### src/rtl/counter_readback_pkg.sv
// Shared 8254 encodings: RW field, status-byte bit positions, read flip-flop.
// Combinational helpers only; no handshake.
package i8254_pkg;

  typedef enum logic [1:0] {
    RW_LATCH   = 2'b00,
    RW_LSB     = 2'b01,
    RW_MSB     = 2'b10,
    RW_LSB_MSB = 2'b11
  } rw_e;

  typedef enum logic {
    RDFF_LSB = 1'b0,
    RDFF_MSB = 1'b1
  } rdff_e;

  localparam int ST_OUT     = 7;
  localparam int ST_NULL    = 6;
  localparam int ST_RW_HI   = 5;
  localparam int ST_RW_LO   = 4;
  localparam int ST_MODE_HI = 3;
  localparam int ST_MODE_LO = 1;
  localparam int ST_BCD     = 0;

  function automatic logic [7:0] status_byte(input logic       out_lvl,
                                             input logic       nul,
                                             input logic [1:0] rw,
                                             input logic [2:0] md);
    logic [7:0] s;
    s                        = '0;
    s[ST_OUT]                = out_lvl;
    s[ST_NULL]               = nul;
    s[ST_RW_HI:ST_RW_LO]     = rw;
    s[ST_MODE_HI:ST_MODE_LO] = md;
    s[ST_BCD]                = 1'b0;
    return s;
  endfunction

endpackage

### src/rtl/counter_readback_if.sv
// Read-side bundle between CPU/core (master) and the readback block (slave).
// No latency of its own; strobes are single-cycle pulses, no backpressure.
interface counter_readback_if #(
  parameter int COUNT_W = 16,
  parameter int DATA_W  = 8
);
  logic [1:0]         rw_mode;
  logic [2:0]         mode;
  logic               ctrl_wr;
  logic               latch_cmd;
  logic               rb_cmd;
  logic               rb_count_n;
  logic               rb_status_n;
  logic [COUNT_W-1:0] live_count;
  logic               out_pin;
  logic               null_count;
  logic               rd_en;
  logic [DATA_W-1:0]  data_out;
  logic               data_valid;
  logic               count_latched;
  logic               status_latched;

  modport master (
    output rw_mode, mode, ctrl_wr, latch_cmd, rb_cmd, rb_count_n, rb_status_n,
    output live_count, out_pin, null_count, rd_en,
    input  data_out, data_valid, count_latched, status_latched
  );

  modport slave (
    input  rw_mode, mode, ctrl_wr, latch_cmd, rb_cmd, rb_count_n, rb_status_n,
    input  live_count, out_pin, null_count, rd_en,
    output data_out, data_valid, count_latched, status_latched
  );
endinterface

### src/rtl/counter_readback.sv
// 8254 counter read path: count/status latches and LSB/MSB read flip-flop (read-back via I8254_READ_BACK_EN).
// Latency: data_out/data_valid registered, one cycle after rd_en.
// Backpressure: none; every rd_en yields exactly one data_valid pulse.
module counter_readback
  import i8254_pkg::*;
#(
  parameter int COUNT_W = 16,
  parameter int DATA_W  = 8
) (
  input logic               clk,
  input logic               rst_n,
  counter_readback_if.slave bus
);

  logic [DATA_W-1:0]  data_q, data_d;
  logic               vld_q, vld_d;
  logic               cnt_lat_q, cnt_lat_d;
  logic [COUNT_W-1:0] cnt_q, cnt_d;
  rdff_e              rdff_q, rdff_d;
  logic [COUNT_W-1:0] src;
  logic               cnt_cmd;

`ifdef I8254_READ_BACK_EN
  logic        st_lat_q, st_lat_d;
  logic [7:0]  st_q, st_d;
  logic        st_cmd;

  assign cnt_cmd = bus.latch_cmd | (bus.rb_cmd & ~bus.rb_count_n);
  assign st_cmd  = bus.rb_cmd & ~bus.rb_status_n;
`else
  logic unused_rb;

  assign cnt_cmd   = bus.latch_cmd;
  assign unused_rb = ^{bus.rb_cmd, bus.rb_count_n, bus.rb_status_n,
                       bus.out_pin, bus.null_count, bus.mode};
`endif

  assign src = cnt_lat_q ? cnt_q : bus.live_count;

  always_comb begin
    data_d    = data_q;
    vld_d     = 1'b0;
    cnt_lat_d = cnt_lat_q;
    cnt_d     = cnt_q;
    rdff_d    = rdff_q;
`ifdef I8254_READ_BACK_EN
    st_lat_d  = st_lat_q;
    st_d      = st_q;
`endif

    if (bus.rd_en) begin
      vld_d = 1'b1;
`ifdef I8254_READ_BACK_EN
      if (st_lat_q) begin
        data_d   = st_q;
        st_lat_d = 1'b0;
      end else
`endif
      begin
        case (rw_e'(bus.rw_mode))
          RW_LSB: begin
            data_d    = src[DATA_W-1:0];
            cnt_lat_d = 1'b0;
          end
          RW_MSB: begin
            data_d    = src[COUNT_W-1:DATA_W];
            cnt_lat_d = 1'b0;
          end
          RW_LSB_MSB: begin
            if (rdff_q == RDFF_LSB) begin
              data_d = src[DATA_W-1:0];
              rdff_d = RDFF_MSB;
            end else begin
              data_d    = src[COUNT_W-1:DATA_W];
              rdff_d    = RDFF_LSB;
              cnt_lat_d = 1'b0;
            end
          end
          default: data_d = src[DATA_W-1:0];
        endcase
      end
    end

    // Captures look at post-read flags so a read that empties a latch can be refilled in the same cycle.
    if (cnt_cmd && !cnt_lat_d) begin
      cnt_d     = bus.live_count;
      cnt_lat_d = 1'b1;
    end
`ifdef I8254_READ_BACK_EN
    if (st_cmd && !st_lat_d) begin
      st_d     = status_byte(bus.out_pin, bus.null_count, bus.rw_mode, bus.mode);
      st_lat_d = 1'b1;
    end
`endif

    if (bus.ctrl_wr) begin
      cnt_lat_d = 1'b0;
      rdff_d    = RDFF_LSB;
`ifdef I8254_READ_BACK_EN
      st_lat_d  = 1'b0;
`endif
    end
  end

  always_ff @(posedge clk) begin
    if (!rst_n) begin
      data_q    <= '0;
      vld_q     <= 1'b0;
      cnt_lat_q <= 1'b0;
      cnt_q     <= '0;
      rdff_q    <= RDFF_LSB;
    end else begin
      data_q    <= data_d;
      vld_q     <= vld_d;
      cnt_lat_q <= cnt_lat_d;
      cnt_q     <= cnt_d;
      rdff_q    <= rdff_d;
    end
  end

`ifdef I8254_READ_BACK_EN
  always_ff @(posedge clk) begin
    if (!rst_n) begin
      st_lat_q <= 1'b0;
      st_q     <= '0;
    end else begin
      st_lat_q <= st_lat_d;
      st_q     <= st_d;
    end
  end

  assign bus.status_latched = st_lat_q;
`else
  assign bus.status_latched = 1'b0;
`endif

  assign bus.data_out      = data_q;
  assign bus.data_valid    = vld_q;
  assign bus.count_latched = cnt_lat_q;

endmodule
### src/flat_wrapper.sv
// flat-port wrapper written by rule: the top's interface ports become plain ports
module counter_readback_flat import i8254_pkg::*;
#(
  parameter int COUNT_W = 16,
  parameter int DATA_W  = 8
)
  (clk, rst_n, bus_rw_mode, bus_mode, bus_ctrl_wr, bus_latch_cmd, bus_rb_cmd, bus_rb_count_n, bus_rb_status_n, bus_live_count, bus_out_pin, bus_null_count, bus_rd_en, bus_data_out, bus_data_valid, bus_count_latched, bus_status_latched);
  counter_readback_if #(.COUNT_W(COUNT_W), .DATA_W(DATA_W)) bus_i ();
  input logic clk;
  input logic rst_n;
  input wire logic [$bits(bus_i.rw_mode)-1:0] bus_rw_mode;
  input wire logic [$bits(bus_i.mode)-1:0] bus_mode;
  input wire logic [$bits(bus_i.ctrl_wr)-1:0] bus_ctrl_wr;
  input wire logic [$bits(bus_i.latch_cmd)-1:0] bus_latch_cmd;
  input wire logic [$bits(bus_i.rb_cmd)-1:0] bus_rb_cmd;
  input wire logic [$bits(bus_i.rb_count_n)-1:0] bus_rb_count_n;
  input wire logic [$bits(bus_i.rb_status_n)-1:0] bus_rb_status_n;
  input wire logic [$bits(bus_i.live_count)-1:0] bus_live_count;
  input wire logic [$bits(bus_i.out_pin)-1:0] bus_out_pin;
  input wire logic [$bits(bus_i.null_count)-1:0] bus_null_count;
  input wire logic [$bits(bus_i.rd_en)-1:0] bus_rd_en;
  output wire logic [$bits(bus_i.data_out)-1:0] bus_data_out;
  output wire logic [$bits(bus_i.data_valid)-1:0] bus_data_valid;
  output wire logic [$bits(bus_i.count_latched)-1:0] bus_count_latched;
  output wire logic [$bits(bus_i.status_latched)-1:0] bus_status_latched;
  assign bus_i.rw_mode = bus_rw_mode;
  assign bus_i.mode = bus_mode;
  assign bus_i.ctrl_wr = bus_ctrl_wr;
  assign bus_i.latch_cmd = bus_latch_cmd;
  assign bus_i.rb_cmd = bus_rb_cmd;
  assign bus_i.rb_count_n = bus_rb_count_n;
  assign bus_i.rb_status_n = bus_rb_status_n;
  assign bus_i.live_count = bus_live_count;
  assign bus_i.out_pin = bus_out_pin;
  assign bus_i.null_count = bus_null_count;
  assign bus_i.rd_en = bus_rd_en;
  assign bus_data_out = bus_i.data_out;
  assign bus_data_valid = bus_i.data_valid;
  assign bus_count_latched = bus_i.count_latched;
  assign bus_status_latched = bus_i.status_latched;
  counter_readback #(.COUNT_W(COUNT_W), .DATA_W(DATA_W)) u_core (.clk(clk), .rst_n(rst_n), .bus(bus_i));
endmodule
### config.mk
export PLATFORM = sky130hd
export DESIGN_NAME = counter_readback_flat
export DESIGN_NICKNAME = d
export VERILOG_FILES = /design/src/rtl/counter_readback_pkg.sv /design/src/rtl/counter_readback_if.sv /design/src/rtl/counter_readback.sv /design/src/flat_wrapper.sv
export SDC_FILE = /design/constraint.sdc
export NUM_CORES = 1
export LEC_CHECK = 0
export CAP_MARGIN = 20
export CORE_AREA = 3 3 73 47
export DETAILED_ROUTE_END_ITERATION = 8
export DIE_AREA = 0 0 76 50
export GPL_ROUTABILITY_DRIVEN = 1
export GPL_TIMING_DRIVEN = 0
export PLACE_DENSITY = 0.84
export SYNTH_ARGS = -nofsm -noshare
export SYNTH_HDL_FRONTEND = slang
export SYNTH_SLANG_ARGS = --single-unit
### constraint.sdc
create_clock -name clk -period 2.71 [get_ports clk]
set_input_delay 0.271 -clock clk [delete_from_list [all_inputs] [get_ports clk]]
set_output_delay 0.271 -clock clk [all_outputs]
set_load 0.005 [all_outputs]
# Word-level counts from Yosys, hierarchy flattened

Index checks and enable logic that the tools add are counted.

Flip-flop bits (word level): 27
Bits in latches: 0
Bits in writable memories: 0
Bits in read-only memories: 0
Bits of input ports: 31
Output and inout port bits: 11
Word-level logic and storage cells: 23
Memories kept: 0

Add/sub/neg operators: 0
$mul: 0
Div/mod/pow operators: 0
Order comparisons: 0
Equality and inequality tests: 3
Shift operators: 0
Mux-type cells: 9
Bitwise gates (word level): 1
Reduce and logical (&&, ||, !) cells: 5

Operators by type and width:

| kind                                                                   | count |
|---|---|
| 16-bit 2-to-1 mux                                                      | 1 |
| 8-bit case mux with 2 select lines                                     | 1 |
| 8-bit 2-to-1 mux                                                       | 1 |
| 1-bit 2-to-1 mux                                                       | 5 |
| 2-bit equality test (second input constant)                            | 2 |
| 2-bit OR reduction                                                     | 2 |
| 2-bit by 1-bit equality test with 1-bit output (second input constant) | 1 |
| 1-bit case mux with 2 select lines                                     | 1 |
| 2-bit AND reduction                                                    | 1 |
| 1-bit logical AND                                                      | 1 |
| 1-bit logical NOT                                                      | 1 |
| 1-bit inverter                                                         | 1 |

# Longest topological paths before layout

Depth after elaboration: 7
Gate-level depth with buffers: 6
Depth with buffers taken out: 3

# Worst setup path after synthesis

No wires, ideal clock.

Path kind: reg2reg
Start: register u_core.cnt_lat_q, in the netlist u_core.bus.count_latched
End: register u_core.data_q[0], in the netlist u_core.bus.data_out[0]
Setup time: 0.117 ns
Data arrival time: 1.429 ns
Required time: 2.593 ns
Path slack: 1.164 ns
Stages on the path, launching flop included: 7
Path buffers: 3
Period minus slack after synthesis: 1.546 ns
Cell sequence: dfxtp_1 -> buf_6 -> buf_2 -> buf_2 -> mux2i_1 -> nand3_1 -> a32o_1

Word-level cells in the longest chain between the ends: 3

RTL lines:

| item                                 | RTL line                | RTL |
|---|---|---|
| from (decl)                          | counter_readback.sv:17  | `logic cnt_lat_q, cnt_lat_d;` |
| from (signal assigned)               | counter_readback.sv:115 | `cnt_lat_q <= cnt_lat_d;` |
| 16-bit 2-to-1 mux *                  | counter_readback.sv:38  | `assign src = cnt_lat_q ? cnt_q : bus.live_count;` |
| 8-bit 2-to-1 mux                     | counter_readback.sv:70  | `if (rdff_q == RDFF_LSB) begin` |
| 8-bit case mux with 2 select lines * | counter_readback.sv:60  | `case (rw_e'(bus.rw_mode))` |
| to (signal assigned)                 | counter_readback.sv:113 | `data_q <= data_d;` |
| to (decl)                            | counter_readback.sv:15  | `logic [DATA_W-1:0] data_q, data_d;` |

Mark *: on every way between the ends. The rest lies on a longest branch, timed or not.
A chain may end at the register's enable or synchronous reset.

# Worst setup path in the final report

Start: input port bus_rw_mode[1]
End: register u_core.cnt_q[8]

Word-level cells in the longest chain between the ends: 6
Elaborated cells between the ends (all ways): 8
Classes of those cells: 3 x eq/ne; 2 x mux; 3 x reduce/logical

RTL lines:

| item                                                                                  | RTL line                | RTL |
|---|---|---|
| from (decl)                                                                           | flat_wrapper.sv:11      | `input wire logic [$bits(bus_i.rw_mode)-1:0] bus_rw_mode;` |
| 2-bit by 1-bit equality test with 1-bit output or 2-bit equality test (tied branches) | counter_readback.sv:60  |  |
| 2-bit OR reduction (no source line)                                                   | --                      |  |
| 1-bit case mux with 2 select lines *                                                  | counter_readback.sv:60  |  |
| 1-bit 2-to-1 mux *                                                                    | counter_readback.sv:51  | `if (bus.rd_en) begin` |
| 1-bit logical NOT *                                                                   | counter_readback.sv:85  | `if (cnt_cmd && !cnt_lat_d) begin` |
| 1-bit logical AND *                                                                   | counter_readback.sv:85  |  |
| to (signal assigned)                                                                  | counter_readback.sv:116 | `cnt_q <= cnt_d;` |
| to (decl)                                                                             | counter_readback.sv:18  | `logic [COUNT_W-1:0] cnt_q, cnt_d;` |

Marked as above.

==> results.txt <==
The final max-slew violation count came out at 0. The total overflow reported by the global router is 0. The share of total power dissipated in combinational logic is 0.217. The number of flops mapped to enable cells by yosys is 0. Of the cells placed in the final design, the portion with a size suffix greater than 1 is 0.0691. The signal on the critical path passes through clkdlybuf4s50_1, buf_4, o21ai_1, a211oi_4, buf_8, mux2i_1. The async set-or-reset flop fraction in the synthesized netlist came out at 0. The net count after synthesis is 184. After synthesis, the cell types taking the most area are sky130_fd_sc_hd__dfxtp_1 (39%), sky130_fd_sc_hd__mux2i_1 (17%), sky130_fd_sc_hd__nand2_1 (8.6%).

The number of buffers inserted to repair setup after CTS came out at 0. The die outline area came out at 3800 sq um. The maximum count of clock buffers along a single path is 2. The xor/xnor cell area share of the yosys netlist came out at 0.00627. The largest family of logic cells by synthesized area is simple AND/OR/NAND/NOR gates. The design area is roughly 1800 sq um.

The sequential power share is 0.508. The highest achievable clock rate came out at 538 MHz. The detail-routed net length per standard cell is 15.4 microns. The maximum number of pins on one net before global-route repair came out at 17. The number of instances in the synthesized netlist is 153. The overall track demand over capacity in global routing is 0.192.

The most heavily used metal layer in global routing is met2. Clock tree synthesis found a total of 27 sinks. The met3 usage is 0.0620. The maximum VDD drop is approximately 0.21 mV. The top-level I/O count came out at between 40 and 50. The buffer cell driving the clock tree root is sky130_fd_sc_hd__clkbuf_8. The worst slack at placement came out at 0.546 ns. The startpoint of the worst-slack reg-to-reg timing path is u_core.bus.count_latched. The worst max-slew margin expressed relative to the limit is 0.612. The cell area after placement came out at 1760 sq um. The number of distinct standard cells referenced by the synthesized netlist came out at 25. The clock network power share is 0.275.

The via count came out at 1,277. Summed over all layers, the routed wires come to around 3500 microns. The worst setup path is captured at a flop. The run finished with clean final reports. The met2 routing resource usage after global routing is 0.316. The worst reg-to-reg setup slack is between 0.9 and 1 ns.

The critical path data required time came out at 2.92 ns. The sum of negative setup slack is 0 ns. The path with the worst hold slack has its endpoint at u_core.rdff_q. The hold violation total from the final report is 0. The last weighted congestion value of the routability-driven placer is just under 0.9. The utilization of the core after routing came out at 0.638.

The effective utilization at floorplan came out at 0.493. The synthesized area divided by synthesized cell count is between 9 and 10 sq um. The number of buffers added to fix hold violations after cts came out at 0.

The area of the placeable core came out at 2830 sq um. At the worst endpoint, the arrival time is 2.07 ns. Of all cell types, the one taking the most synthesized area is sky130_fd_sc_hd__dfxtp_1. The endpoint identified for the worst register-to-register timing path is u_core.bus.data_out[1].

The worst hold path was traced through 3 stages. The worst hold path begins at rst_n. The total number of yosys warnings is 0. For this run, global-route usage on met1 was measured as 0.231.

Setup repair after global routing left no endpoint under its margin. STA classifies the critical path startpoint as an input pin. After clock tree synthesis, the clock-pin slew on the worst setup and hold paths is 0.10 ns.

The maximum clock skew at final layout is roughly 0.0087 ns. Once placement completed, the tool counted placed cells totaling 226. The net count of the finished layout is 220. The number of clock buffers added by TritonCTS is 3. The area growth from synthesis to layout is 29.5%.

The post-synthesis adder-cell area fraction came out at 0. The worst path needs approximately 1.9 ns of the cycle, external delays included. The critical path's largest stage delay is 0.57 ns. The H-tree depth came out at 1. The number of register bits inferred by synthesis is 27. The final HPWL from detailed placement is about 2700 microns. The number of cells on the worst reg-to-reg path is 6. The worst path meets setup with approximately 0.85 ns of slack.

The total power density per cell area is ~480 nW/um^2. The cell row count came out at 15. The period utilization is 0.685.

The count of nets left with antenna violations once routing finished came out at 0. The number of iterations in the first detailed-routing pass is 4. The count of input and output buffers is 31. The multiplexer area fraction after synthesis is 0.172. The remaining design rule violation count is 0. The number of endpoints failing setup at the final stage is 0. Among all flip-flop cells after synthesis, the most frequent one is sky130_fd_sc_hd__dfxtp_1.

Of all nets on the critical path, the largest fanout is 10. The slew at the pin closest to its max-slew limit is 0.580 ns. The cell type group with the largest total delay on the critical path is buffers and inverters. The net switching power figure came out at 0.000230 W. The number of antenna violations at the first check in global routing came out at 0. Cell internal power was estimated by the tool at 0.000631 W.

The largest individual stage delay along the critical path comes from the cell sky130_fd_sc_hd__a211oi_4. The sum of buffers and inverters on the critical path is 3. The class of the most critical setup path is in -> reg.

The clock network latency to the later pin of the worst-skew pair is 0.28 ns. The share of synthesized area in the top cell type comes to 0.387. The simple logic cell fraction of the synthesized area came out at 0.226. The number of antenna diodes in the final layout is 0.

The starting DRC count in detailed routing is 62. In this run the horizontal extent of the chip is about 76 microns. Measured along the y axis, the die boundary spans 50 microns. The CTS tree is done. Summed over all cells, the static leakage comes to a little over 0.7 nW. The multi-input logic area came out at 763 sq um. The sequential cells in the finished layout cover a total of 541 sq um. The via count of the first global-routing pass is 1,273.

The number of cells in the finished layout apart from fillers came out at 230. The global-route wire length before repair is between 5000 and 6000 microns. The via-per-instance ratio is 5.55. The proportion of total power due to net switching came out at 0.268. For this run, the register share of the synthesized area comes to 0.387. The path class of the tightest hold or removal check is in -> reg. The tool flagged a number of max-cap violations equal to 0. The cell area after synthesis is about 1400 sq um. The complex-gate fraction of the synthesized area came out at 0.140. The filler cells instantiated in the layout total 221.

The post-cts resize count is 0.
[per-stage QoR]
stage	hold slack (ns)	power, W
floorplan	0.413	0.000548
global placement	0.443	0.000623
detailed placement	0.453	0.000631
CTS	0.333	0.000861
global route	0.379	0.000891
finish	0.338	0.000861
[tightest hold or removal path, cell delays in order]
cell	delay, ns
sky130_fd_sc_hd__clkbuf_1	0.13
sky130_fd_sc_hd__nand2b_1	0.12
sky130_fd_sc_hd__nor2_1	0.05
[worst max path at each step]
stage | start | endpoint | cells past startpoint
detailed placement | bus_rw_mode[1] | u_core.cnt_q[6] | 6
global placement | bus_rw_mode[1] | u_core.cnt_q[12] | 6
finish | bus_rw_mode[1] | u_core.cnt_q[8] | 6
floorplan | u_core.bus.count_latched | u_core.bus.data_out[0] | 6
CTS | bus_rw_mode[1] | u_core.cnt_q[6] | 6
global route | bus_rw_mode[1] | u_core.cnt_q[14] | 6
[final cells by class]
class,instances,area share
multi-input cells,109,0.422
plain buffers,16,0.0498
flip-flops and latches,27,0.299
inverters,1,0.00207
clock inverters,1,0.00415
clock buffers,3,0.0228
repair buffers,31,0.172
well taps,42,0.0290
[registers in the layout (all words and copies together), names as in the netlist]
name	cells
u_core.bus.count_latched	1
u_core.cnt_q	16
u_core.bus.data_out	8
u_core.bus.data_valid	1
u_core.rdff_q	1
[power groups by stage]
| stage | registers, W | clock network, W | logic (W) |
|---|---|---|---|
| after CTS | 0.000437 | 0.000239 | 0.000186 |
| after floorplan | 0.000444 | 0 | 0.000104 |
| after global placement | 0.000444 | 0 | 0.000178 |
| after global routing | 0.000440 | 0.000250 | 0.000201 |
| final | 0.000437 | 0.000236 | 0.000187 |
| after detailed placement | 0.000446 | 0 | 0.000185 |
[layout by cell type, fill, tap and decap left out]
cell type                         netlist  final
sky130_fd_sc_hd__o21ai_0                1      1
sky130_fd_sc_hd__buf_2                  3      3
sky130_fd_sc_hd__and2_1                 1      1
sky130_fd_sc_hd__buf_4                  2      2
sky130_fd_sc_hd__and3b_1                1      1
sky130_fd_sc_hd__inv_1                  1      1
sky130_fd_sc_hd__buf_6                  1      1
sky130_fd_sc_hd__nor2b_1               12     12
sky130_fd_sc_hd__a221o_1                8      8
sky130_fd_sc_hd__nor2_1                 1      1
sky130_fd_sc_hd__a32o_1                 8      8
sky130_fd_sc_hd__nand2_1               32     32
sky130_fd_sc_hd__mux2i_1               24     24
sky130_fd_sc_hd__nand2b_1               2      2
sky130_fd_sc_hd__a21oi_1                1      1
sky130_fd_sc_hd__clkbuf_1               9      9
sky130_fd_sc_hd__dfxtp_1               27     27
sky130_fd_sc_hd__a211oi_4               1      1
sky130_fd_sc_hd__buf_8                  1      1
sky130_fd_sc_hd__clkinvlp_4             0      1
sky130_fd_sc_hd__xor2_1                 1      1
sky130_fd_sc_hd__nand3_1                9      9
sky130_fd_sc_hd__and2b_1                4      4
sky130_fd_sc_hd__and4b_4                1      1
sky130_fd_sc_hd__clkbuf_8               0      3
sky130_fd_sc_hd__o21ai_1                1      1
sky130_fd_sc_hd__clkdlybuf4s50_1        0     31
sky130_fd_sc_hd__conb_1                 1      1
[cell families (layout without fill, tap and decap cells)]
| group | count (synthesis) | in the layout |
|---|---|---|
| and+or+nand+nor | 63 | 63 |
| DFF | 27 | 27 |
| muxes | 24 | 24 |
| buffers and inverters | 17 | 52 |
| xor gates and xnor gates | 1 | 1 |
| AOI/OAI and AO/OA | 20 | 20 |
| other | 1 | 1 |
[metal layers]
layer	vias to the layer above	share of wire
li1	607	-
met1	595	0.45
met2	65	0.44
met3	10	0.088
met4	0	0.026
met5	-	0
[synthesized netlist by cell type (all sizes together) (2+ instances only)]
library cell / n
a32o: 8
clkbuf: 9
o21ai: 2
nand3: 9
nand2b: 2
nand2: 32
a221o: 8
and2b: 4
mux2i: 24
buf: 7
dfxtp: 27
nor2b: 12
(Power assumes the default switching activity.)
